`src/rtl/sm4_pkg.sv`:
```
// Shared types and constants for the SM4 word-serial front end.
// Optional CBC chaining is enabled by defining SM4_CBC_EN; without it only ECB is built.
// Holds the FSM state encoding, stream word types and the wait limits.
package sm4_pkg;

    localparam int WORD_W           = 32;
    localparam int BLK_W            = 128;
    localparam int WORDS_PER_BLK    = BLK_W / WORD_W;
    localparam int WAIT_HI_LIM      = 4;
    localparam int CORE_TIMEOUT_DEF = 63;

    typedef enum logic [2:0] {
        COLLECT = 3'd0,
        ISSUE   = 3'd1,
        WAIT_HI = 3'd2,
        WAIT_LO = 3'd3,
        OUT     = 3'd4
    } state_t;

    typedef enum logic [1:0] {
        TYPE_DATA = 2'b00,
        TYPE_KEY  = 2'b01,
        TYPE_IV   = 2'b10,
        TYPE_RSVD = 2'b11
    } stype_t;

    // Word types the current build knows how to assemble; IV only exists with chaining.
    function automatic logic type_legal(input logic [1:0] t);
`ifdef SM4_CBC_EN
        return t != TYPE_RSVD;
`else
        return (t == TYPE_DATA) || (t == TYPE_KEY);
`endif
    endfunction

endpackage

```
`src/rtl/sm4_word_pack.sv`:
```
// Purpose: packs four 32-bit words (first word -> bits [127:96]) into a 128-bit group with type check.
// Latency: group completion and errors are flagged combinationally in the cycle the 4th/bad word is accepted.
// Backpressure: none of its own; the parent qualifies acc_i with its ready.
module sm4_word_pack
    import sm4_pkg::*;
(
    input  logic              clk,
    input  logic              rstn,
    input  logic              acc_i,
    input  logic [WORD_W-1:0] dat_i,
    input  logic [1:0]        type_i,
    output logic              done_o,
    output logic              err_o,
    output logic [1:0]        type_o,
    output logic [BLK_W-1:0]  blk_o
);

    logic [BLK_W-1:0] shift_q, shift_d;
    logic [1:0]       cnt_q, cnt_d;
    logic [1:0]       type_q, type_d;

    // The finished group is the held words plus the word arriving now.
    assign blk_o  = {shift_q[BLK_W-WORD_W-1:0], dat_i};
    assign type_o = type_q;

    // Accept a word: latch type on the first word, abort the group on an illegal or changed type.
    always_comb begin
        shift_d = shift_q;
        cnt_d   = cnt_q;
        type_d  = type_q;
        done_o  = 1'b0;
        err_o   = 1'b0;
        if (acc_i) begin
            if (!type_legal(type_i) || ((cnt_q != 2'd0) && (type_i != type_q))) begin
                // Partial group is thrown away together with the offending word.
                err_o = 1'b1;
                cnt_d = 2'd0;
            end else begin
                shift_d = blk_o;
                type_d  = type_i;
                if (cnt_q == 2'(WORDS_PER_BLK - 1)) begin
                    done_o = 1'b1;
                    cnt_d  = 2'd0;
                end else begin
                    cnt_d = cnt_q + 2'd1;
                end
            end
        end
    end

    // Packer state registers.
    always_ff @(posedge clk or negedge rstn) begin
        if (!rstn) begin
            shift_q <= '0;
            cnt_q   <= 2'd0;
            type_q  <= 2'd0;
        end else begin
            shift_q <= shift_d;
            cnt_q   <= cnt_d;
            type_q  <= type_d;
        end
    end

endmodule

```
`src/rtl/sm4_word_if.sv`:
```
// Purpose: word-serial front end for the SM4 core (pack key/IV/data, strobe core, serialise result); CBC with SM4_CBC_EN.
// Latency: last input word at cycle 0 -> strobes at cycle 1; result captured when busy falls, m_valid the cycle after.
// Backpressure: one block in flight, s_ready low from issue until the 4th output word transfers; m_data held until m_ready.
module sm4_word_if
    import sm4_pkg::*;
#(
    parameter int CORE_TIMEOUT = CORE_TIMEOUT_DEF
) (
    input  logic         clk,
    input  logic         rstn,
    input  logic [31:0]  s_data,
    input  logic [1:0]   s_type,
    input  logic         s_valid,
    output logic         s_ready,
    output logic [31:0]  m_data,
    output logic         m_valid,
    input  logic         m_ready,
    output logic         m_last,
    output logic         err,
    output logic [127:0] core_din,
    output logic [127:0] core_kin,
    output logic         core_drdy,
    output logic         core_krdy,
    input  logic [127:0] core_dout,
    input  logic         core_dvld,
    input  logic         core_kvld,
    input  logic         core_bsy
);

    localparam int TW = $clog2(CORE_TIMEOUT + 1);

    state_t           state_q;
    logic             s_rdy_q;
    logic             err_q;
    logic             core_drdy_q;
    logic             core_krdy_q;
    logic [BLK_W-1:0] core_din_q;
    logic [BLK_W-1:0] core_kin_q;
    logic [BLK_W-1:0] key_q;
    logic             key_ok_q;
    logic [TW-1:0]    tmo_q;
    logic [BLK_W-1:0] out_q;
    logic [1:0]       out_cnt_q;
    logic             m_vld_q;
`ifdef SM4_CBC_EN
    logic [BLK_W-1:0] chain_q;
`endif

    logic             pk_acc;
    logic             pk_done;
    logic             pk_err;
    logic [1:0]       pk_type;
    logic [BLK_W-1:0] pk_blk;

    // The key is reloaded with every block, so the core's key-valid flag carries no information here.
    logic unused_kvld;
    assign unused_kvld = core_kvld;

    assign pk_acc = s_valid && s_rdy_q;

    sm4_word_pack u_pack (
        .clk    (clk),
        .rstn   (rstn),
        .acc_i  (pk_acc),
        .dat_i  (s_data),
        .type_i (s_type),
        .done_o (pk_done),
        .err_o  (pk_err),
        .type_o (pk_type),
        .blk_o  (pk_blk)
    );

    assign s_ready   = s_rdy_q;
    assign err       = err_q;
    assign core_drdy = core_drdy_q;
    assign core_krdy = core_krdy_q;
    assign core_din  = core_din_q;
    assign core_kin  = core_kin_q;
    assign m_valid   = m_vld_q;
    assign m_data    = out_q[BLK_W-1 -: WORD_W];
    assign m_last    = m_vld_q && (out_cnt_q == 2'(WORDS_PER_BLK - 1));

    // Block sequencer: collect groups, issue to the core, supervise busy, then stream the result out.
    always_ff @(posedge clk or negedge rstn) begin
        if (!rstn) begin
            state_q     <= COLLECT;
            s_rdy_q     <= 1'b1;
            err_q       <= 1'b0;
            core_drdy_q <= 1'b0;
            core_krdy_q <= 1'b0;
            core_din_q  <= '0;
            core_kin_q  <= '0;
            key_q       <= '0;
            key_ok_q    <= 1'b0;
            tmo_q       <= '0;
            out_q       <= '0;
            out_cnt_q   <= 2'd0;
            m_vld_q     <= 1'b0;
`ifdef SM4_CBC_EN
            chain_q     <= '0;
`endif
        end else begin
            // Pulses and strobes last exactly one cycle unless re-asserted below.
            err_q       <= 1'b0;
            core_drdy_q <= 1'b0;
            core_krdy_q <= 1'b0;
            case (state_q)
                COLLECT: begin
                    if (pk_err) begin
                        err_q <= 1'b1;
                    end
                    if (pk_done) begin
                        case (pk_type)
                            TYPE_KEY: begin
                                key_q    <= pk_blk;
                                key_ok_q <= 1'b1;
                            end
`ifdef SM4_CBC_EN
                            TYPE_IV: begin
                                chain_q <= pk_blk;
                            end
`endif
                            TYPE_DATA: begin
                                if (key_ok_q) begin
                                    // Core corrupts its key during rounds: reload it with every block.
`ifdef SM4_CBC_EN
                                    core_din_q <= pk_blk ^ chain_q;
`else
                                    core_din_q <= pk_blk;
`endif
                                    core_kin_q  <= key_q;
                                    core_drdy_q <= 1'b1;
                                    core_krdy_q <= 1'b1;
                                    s_rdy_q     <= 1'b0;
                                    state_q     <= ISSUE;
                                end else begin
                                    err_q <= 1'b1;
                                end
                            end
                            default: begin
                                err_q <= 1'b1;
                            end
                        endcase
                    end
                end
                ISSUE: begin
                    tmo_q   <= '0;
                    state_q <= WAIT_HI;
                end
                WAIT_HI: begin
                    if (core_bsy) begin
                        // Busy already seen high once, so the WAIT_LO count starts at one.
                        tmo_q   <= TW'(1);
                        state_q <= WAIT_LO;
                    end else if (tmo_q == TW'(WAIT_HI_LIM - 1)) begin
                        err_q   <= 1'b1;
                        s_rdy_q <= 1'b1;
                        state_q <= COLLECT;
                    end else begin
                        tmo_q <= tmo_q + TW'(1);
                    end
                end
                WAIT_LO: begin
                    // core_dvld is sticky, so completion is the busy fall, qualified by dvld.
                    if (!core_bsy && core_dvld) begin
                        out_q     <= core_dout;
                        out_cnt_q <= 2'd0;
                        m_vld_q   <= 1'b1;
                        state_q   <= OUT;
`ifdef SM4_CBC_EN
                        chain_q   <= core_dout;
`endif
                    end else if (tmo_q == TW'(CORE_TIMEOUT)) begin
                        err_q   <= 1'b1;
                        s_rdy_q <= 1'b1;
                        state_q <= COLLECT;
                    end else begin
                        tmo_q <= tmo_q + TW'(1);
                    end
                end
                OUT: begin
                    if (m_ready) begin
                        out_q <= {out_q[BLK_W-WORD_W-1:0], {WORD_W{1'b0}}};
                        if (out_cnt_q == 2'(WORDS_PER_BLK - 1)) begin
                            m_vld_q <= 1'b0;
                            s_rdy_q <= 1'b1;
                            state_q <= COLLECT;
                        end else begin
                            out_cnt_q <= out_cnt_q + 2'd1;
                        end
                    end
                end
                default: begin
                    s_rdy_q <= 1'b1;
                    state_q <= COLLECT;
                end
            endcase
        end
    end

endmodule

```
`config.mk`:
```
export PLATFORM = sky130hd
export DESIGN_NAME = sm4_word_if
export DESIGN_NICKNAME = d
export VERILOG_FILES = /design/src/rtl/sm4_pkg.sv /design/src/rtl/sm4_word_pack.sv /design/src/rtl/sm4_word_if.sv
export SDC_FILE = /design/constraint.sdc
export NUM_CORES = 1
export LEC_CHECK = 0
export BUFFER_PORTS_ARGS = -buffer_cell sky130_fd_sc_hd__clkbuf_2
export CAP_MARGIN = 20
export CELL_PAD_IN_SITES_DETAIL_PLACEMENT = 1
export CELL_PAD_IN_SITES_GLOBAL_PLACEMENT = 1
export CORE_MARGIN = 2
export CORE_UTILIZATION = 30
export DETAILED_ROUTE_END_ITERATION = 16
export GPL_TIMING_DRIVEN = 0
export MAX_ROUTING_LAYER = met4
export PLACE_DENSITY = 0.62
export SLEW_MARGIN = 0
export SYNTH_ARGS = -nofsm -noshare
export SYNTH_HDL_FRONTEND = slang
export SYNTH_SLANG_ARGS = --single-unit
```
`constraint.sdc`:
```
create_clock -name clk -period 2.57 [get_ports clk]
set_clock_uncertainty 0.05 [all_clocks]
set_input_delay 0.3855 -clock clk [delete_from_list [all_inputs] [get_ports clk]]
set_output_delay 0.3855 -clock clk [all_outputs]
set_load 0.05 [all_outputs]
```
# After elaboration in Yosys (flattened, before gate mapping)
# Index checks and enable logic that the tools add are counted.
# word_totals
regBits,628
in_bits,169
output_inout_bits,294
# classes
add_sub_neg,3
eq_ne,26
n_mux,56
bitwise_logic,2
reduce_logical,23
# op_table
op,n
two-way mux 128 bit,2
case mux 128 bit (2 select lines),1
two-way mux 1 bit,28
two-way mux 3 bit,9
two-way mux 6 bit,4
!= test 2 bit (second input constant),11
case mux 6 bit (3 select lines),1
AND reduction 4 bit,4
case mux 3 bit (5 select lines),1
two-way mux 2 bit,5
AND reduction 10 bit,1
!= test 3 bit (second input constant),3
AND reduction 7 bit,1
adder 6 x 1 -> 6 bit (second input constant),1
== test 3 x 2 -> 1 bit (second input constant),2
== test 6 x 2 -> 1 bit (second input constant),1
== test 6 bit (second input constant),1
AND reduction 3 bit,2
case mux 1 bit (5 select lines),1
adder 2 x 1 -> 2 bit (second input constant),2
== test 2 x 1 -> 1 bit (second input constant),2
== test 2 bit (second input constant),2
logical AND 1 bit,4
logical NOT 2 bit,2
other kinds (14),19

# Depth between registers and ports, before layout
# logic_depth
depth_word,11
mapped_depth,8
mapped_depth_nobuf,6

# Modules after synthesis
# Synthesis repeated with hierarchy kept, for this count alone.
# unflattened
cells_unflattened,2233
area_unflattened_um2,25582.0
# modules_own_cells
mod,n_inst,cells_per_inst,area_each_um2,seq_area_each_um2
sm4_word_if,1,1978,21565.7,13213.9
sm4_word_pack,1,255,4016.4,2502.4

# Least setup slack after synthesis
# OpenSTA, ideal clock, no wires.
# synth_path
kind,reg2reg
from,"register s_rdy_q, in the netlist s_ready"
to,register key_q[118]
setup_time_ns,0.125
t_arrival_ns,2.185
t_required_ns,2.395
path_slack_ns,0.211
stages_incl_launch_ff,7
n_path_buf,2
period_less_slack_ns,2.359
path_cell_list,dfstp_2 -> nand3b_1 -> o31ai_4 -> and3_1 -> buf_2 -> buf_2 -> mux2_2
# synth_between
elab_chain_cells,3
# synth_lines
item,line_no,text
from (decl),sm4_word_if.sv:33,logic s_rdy_q;
from (signal assigned),sm4_word_if.sv:87,s_rdy_q <= 1'b1;
from (signal assigned),sm4_word_if.sv:134,s_rdy_q <= 1'b0;
from (signal assigned),sm4_word_if.sv:157,s_rdy_q <= 1'b1;
logical AND 1 bit,sm4_word_if.sv:59,assign pk_acc = s_valid && s_rdy_q;
two-way mux 1 bit,sm4_word_pack.sv:33,if (acc_i) begin
AND reduction 3 bit (no line),-,
to (signal assigned),sm4_word_if.sv:115,key_q <= pk_blk;
to (decl),sm4_word_if.sv:39,logic [BLK_W-1:0] key_q;
# No other way between the ends.
# A chain may end at the register's enable or synchronous reset.

# Worst setup path in the final report
# layout_path
from,register state_q[2]
to,register key_q[102]
# layout_between
elab_chain_cells,2
# layout_lines
item,line_no,text
from (decl),sm4_word_if.sv:32,state_t state_q;
from (signal assigned),sm4_word_if.sv:86,state_q <= COLLECT;
from (signal assigned),sm4_word_if.sv:135,state_q <= ISSUE;
from (signal assigned),sm4_word_if.sv:148,state_q <= WAIT_HI;
logical NOT 3 bit,sm4_word_if.sv:107,case (state_q)
AND reduction 3 bit (no line),-,
# No other way between the ends.

==> summary.md <==
| Metric | Value |
|---|---|
| Run status | finished clean |
| Final worst path period share | 96.34% |
| Slew Limit Fails | 0 |
| Die H | 290.4 um |
| Placement Cell Area | 28450 sq um |
| Setup repair after global routing missed its margin | true |
| Number of CTS-inserted buffers | 73 |
| IO Pins | 463 |
| Detailed-route DRC error count | 0 |
| Mux share of post-synthesis cell area | 26.05% |
| Worst Hold Slack | 0.04259 ns |
| Width of the die | 290.4 um |
| TritonCTS clock tree | built |
| Sinks on Clock Net | 628 |
| Seq cells post-synth | 628 |
| Skew-Pair Late Insertion Delay | 0.62 ns |
| Per-cell via count in the routed design | 4.649 |
| FFs w/ async S/R, synth | 100.0% |
| Vias in the first global route | 18350 |
| H-tree depth reported by CTS | 3 |
| Worst path slowest cell | sky130_fd_sc_hd__dfrtp_1 |
| Final-report hold violation count | 0 |
| Post-Route WL | 75960 um |
| Initial antenna violation count | 2 |
| Post-synthesis xor/xnor area fraction | 0.03560% |
| CP Cell Sequence | clkbuf_1 -> nor3_4 -> and3_1 -> buf_4 -> buf_2 -> mux2_2 |
| Pin slew with the least headroom to its limit | 0.7702 ns |
| Die area | 84320 sq um |
| Post-CTS clock slew at the launch and capture registers of the worst setup and hold paths | 0.06 ns |
| Delay of the slowest critical-path stage | 0.39 ns |
| Library cells used by synthesis | 45 |
| Highest ir drop seen on vdd | 495.5 uV |
| Number of synthesized flops with an enable pin | 0 |
| Leakage power | 16.82 nW |
| Area share of the largest cell type after synthesis | 63.77% |
| Mean cell area of the mapped netlist | 14.77 sq um |
| Kind of path behind the tightest hold check | in -> reg |
| Synth Area in Compound Gates | 4.155% |
| Combinational family with the most area after synthesis | multiplexers |
| Total number of vias | 16020 |
| Worst-path maximum fanout | 10 |
| Final core occ | 39.48% |
| Worst slew slack as a fraction of its limit | 48.65% |
| Data arrival time of the critical path | 2.92 ns |
| CP endpoint kind | flop |
| Synth Net Count | 1839 |
| Share of post-route cells with drive strength above 1 | 40.50% |
| Critical Setup Path Class | reg -> reg |
| Final worst path period need | 2.476 ns |
| Final estimated routing congestion in global placement | 0.8317 |
| Initial core utilization | 30.16% |
| FP Rows | 105 |
| Synth Area in Adders | 0.2034% |
| Count of antenna-violating nets left after detailed routing | 0 |
| Pwr/cell area | 657.5 nW/um^2 |
| Max-cap viol count | 0 |
| Global-route wire length before repair | 116600 um |
| Cells after synthesis | 1666 |
| Cell accounting for the most synthesized area | sky130_fd_sc_hd__dfrtp_1 |
| Crit path required time | 3.01 ns |
| Portion of the post-synthesis area used by sequential elements | 63.87% |
| Final number of setup-violating endpoints | 0 |
| Core area | 81580 sq um |
| Number of nets in the layout | 2492 |
| Global-route congestion overflow total | 0 |
| Count of yosys warnings during synthesis | 0 |
| Avg WL per Cell | 22.04 um |
| IO buf count | 461 |
| All-layer global routing usage | 18.78% |
| Most used flip-flop cell after synthesis | sky130_fd_sc_hd__dfrtp_1 |
| Length of the first detailed-routing pass in iterations | 4 |
| Detailed placer's ending HPWL | 55310 um |
| Top post-synthesis cells by area | sky130_fd_sc_hd__dfrtp_1 64%, sky130_fd_sc_hd__mux2_2 12%, sky130_fd_sc_hd__mux2_1 10% |
| Achievable frequency | 403.9 MHz |
| Category of the worst setup path launch point | flop |
| Total power of the final layout | 21.18 mW |
| Post-synthesis instance area | 24600 sq um |
| Leading cell type in the layout, fill and taps excluded | sky130_fd_sc_hd__dfrtp_1 |
| Simple-gate area share of the yosys netlist | 2.822% |
| Area growth from synthesis to layout | 30.91% |
| Root buffer selected by CTS | sky130_fd_sc_hd__clkbuf_16 |
| Most used cells in the layout excluding fill and tap cells | 627 x sky130_fd_sc_hd__dfrtp_1, 474 x sky130_fd_sc_hd__clkbuf_2, 255 x sky130_fd_sc_hd__mux2_2, 228 x sky130_fd_sc_hd__mux2_1, 106 x sky130_fd_sc_hd__dlygate4sd3_1 |
| Count of routing violations after the opening detailed-route iteration | 653 |
| Max Buffers Root-to-Sink | 3 |
| Post-route cell area | 32210 sq um |
| Pin count of the biggest net entering global routing | 108 |
==> state kept, by name (all words and copies together), names as in the netlist <==
register,count
core_din,128
core_kin,128
key_q,128
out_q,128
u_pack.shift_q,96
tmo_q,6
state_q,3
out_cnt_q,2
u_pack.cnt_q,2
u_pack.type_o,2
core_krdy,1
err,1
key_ok_q,1
m_valid,1
s_ready,1
==> path summary, 6_finish.rpt <==
| kind | cells past startpoint | endpoint | from | slack, ns |
|---|---|---|---|---|
| max reg2reg | 6 | key_q[102]$_DFFE_PN0P_ | state_q[2]$_DFFE_PN0P_ | 0.09 |
| max | 6 | key_q[102]$_DFFE_PN0P_ | state_q[2]$_DFFE_PN0P_ | 0.09 |
| min in group asynchronous | 2 | out_q[112]$_DFFE_PN0P_ | rstn | 0.35 |
| max in group asynchronous | 5 | u_pack.shift_q[40]$_DFFE_PN0P_ | rstn | 0.33 |
| min | 3 | out_q[125]$_DFFE_PN0P_ | core_dout[125] | 0.04 |
| min reg2reg | 1 | core_kin[21]$_DFFE_PN0P_ | key_q[21]$_DFFE_PN0P_ | 0.41 |
==> area by class of cell <==
| cell class | instances | area (sq um) |
|---|---|---|
| well taps | 1070 | 1339 |
| fillers | 8525 | 49370 |
| repair buffers | 581 | 3622 |
| inverters | 8 | 30.03 |
| clock inverters | 30 | 441.7 |
| clock buffers | 99 | 2054 |
| multi-input cells | 902 | 8222 |
| flip-flops and latches | 628 | 15720 |
| plain buffers | 125 | 778.2 |
| diodes | 3 | 7.507 |
==> stage by stage <==
| stage | instances | TNS, ns | worst slack [ns] |
|---|---|---|---|
| floorplan | 1666 | 0 | 0.2105 |
| global placement | 3197 | -8612.31 | -13.60 |
| detailed placement | 3204 | -132.69 | -0.6652 |
| CTS | 3439 | 0 | 0.0008236 |
| global route | 3445 | -0.1121 | -0.02844 |
| finish | 3446 | 0 | 0.09402 |
==> worst max-delay path, delay by kind of cell (launching register included) <==
kind	cells	cell delay, ns
buffers and inverters	3	0.79
AND/OR/NAND/NOR	2	0.73
flip-flops	1	0.39
multiplexers	1	0.37
==> cells in the mapped netlist (3+ instances only) <==
library cell / instances
sky130_fd_sc_hd__inv_1: 8
sky130_fd_sc_hd__nand3_1: 6
sky130_fd_sc_hd__nor2_1: 10
sky130_fd_sc_hd__mux2_1: 228
sky130_fd_sc_hd__nand2_1: 105
sky130_fd_sc_hd__ha_1: 4
sky130_fd_sc_hd__a31oi_1: 4
sky130_fd_sc_hd__nand2b_1: 6
sky130_fd_sc_hd__nor3_1: 3
sky130_fd_sc_hd__o21ai_0: 101
sky130_fd_sc_hd__and2_1: 5
sky130_fd_sc_hd__buf_1: 6
sky130_fd_sc_hd__buf_4: 34
sky130_fd_sc_hd__dfrtp_1: 627
sky130_fd_sc_hd__buf_2: 52
sky130_fd_sc_hd__mux2i_1: 97
sky130_fd_sc_hd__o2bb2ai_1: 4
sky130_fd_sc_hd__a22o_1: 35
sky130_fd_sc_hd__a21oi_1: 8
sky130_fd_sc_hd__nand3b_1: 5
sky130_fd_sc_hd__clkbuf_1: 36
sky130_fd_sc_hd__mux2_2: 255
sky130_fd_sc_hd__nor2b_1: 3
==> routing by layer <==
metal  GRT usage, %  up-vias  wire (um)
met5              -        -          0
met2          32.11      397      38330
met4          4.802        0       1627
met3          5.873      105       5691
met1          21.30     8360      30310
li1               -     7159          -
==> what timing repair did <==
| action | 4_1_cts | 5_1_grt |
|---|---|---|
| resized for setup | 26 | 50 |
| endpoints found under the setup margin | 473 | 407 |
| hold buffers | 106 | 0 |
| endpoints found under the hold margin | 241 | 0 |
| pin swaps | 1 | 1 |
| setup buffers | 3 | 4 |
==> power breakdown <==
| group | internal (mW) | switching, mW |
|---|---|---|
| clock network | 6.31 | 4.40 |
| registers | 9.89 | 0 |
| logic | 0.251 | 0.331 |
==> cells by family (layout without fill, tap and decap cells) <==
logic type      count (synthesis)  after routing
fa+ha+maj                       4              4
mux                           580            580
flops                         628            628
simple gates                  154            154
compound gates                163            163
buf+inv                       136            843
xor+xnor                        1              1
other cells                     0              3
Power figures use the tool's default switching activity.
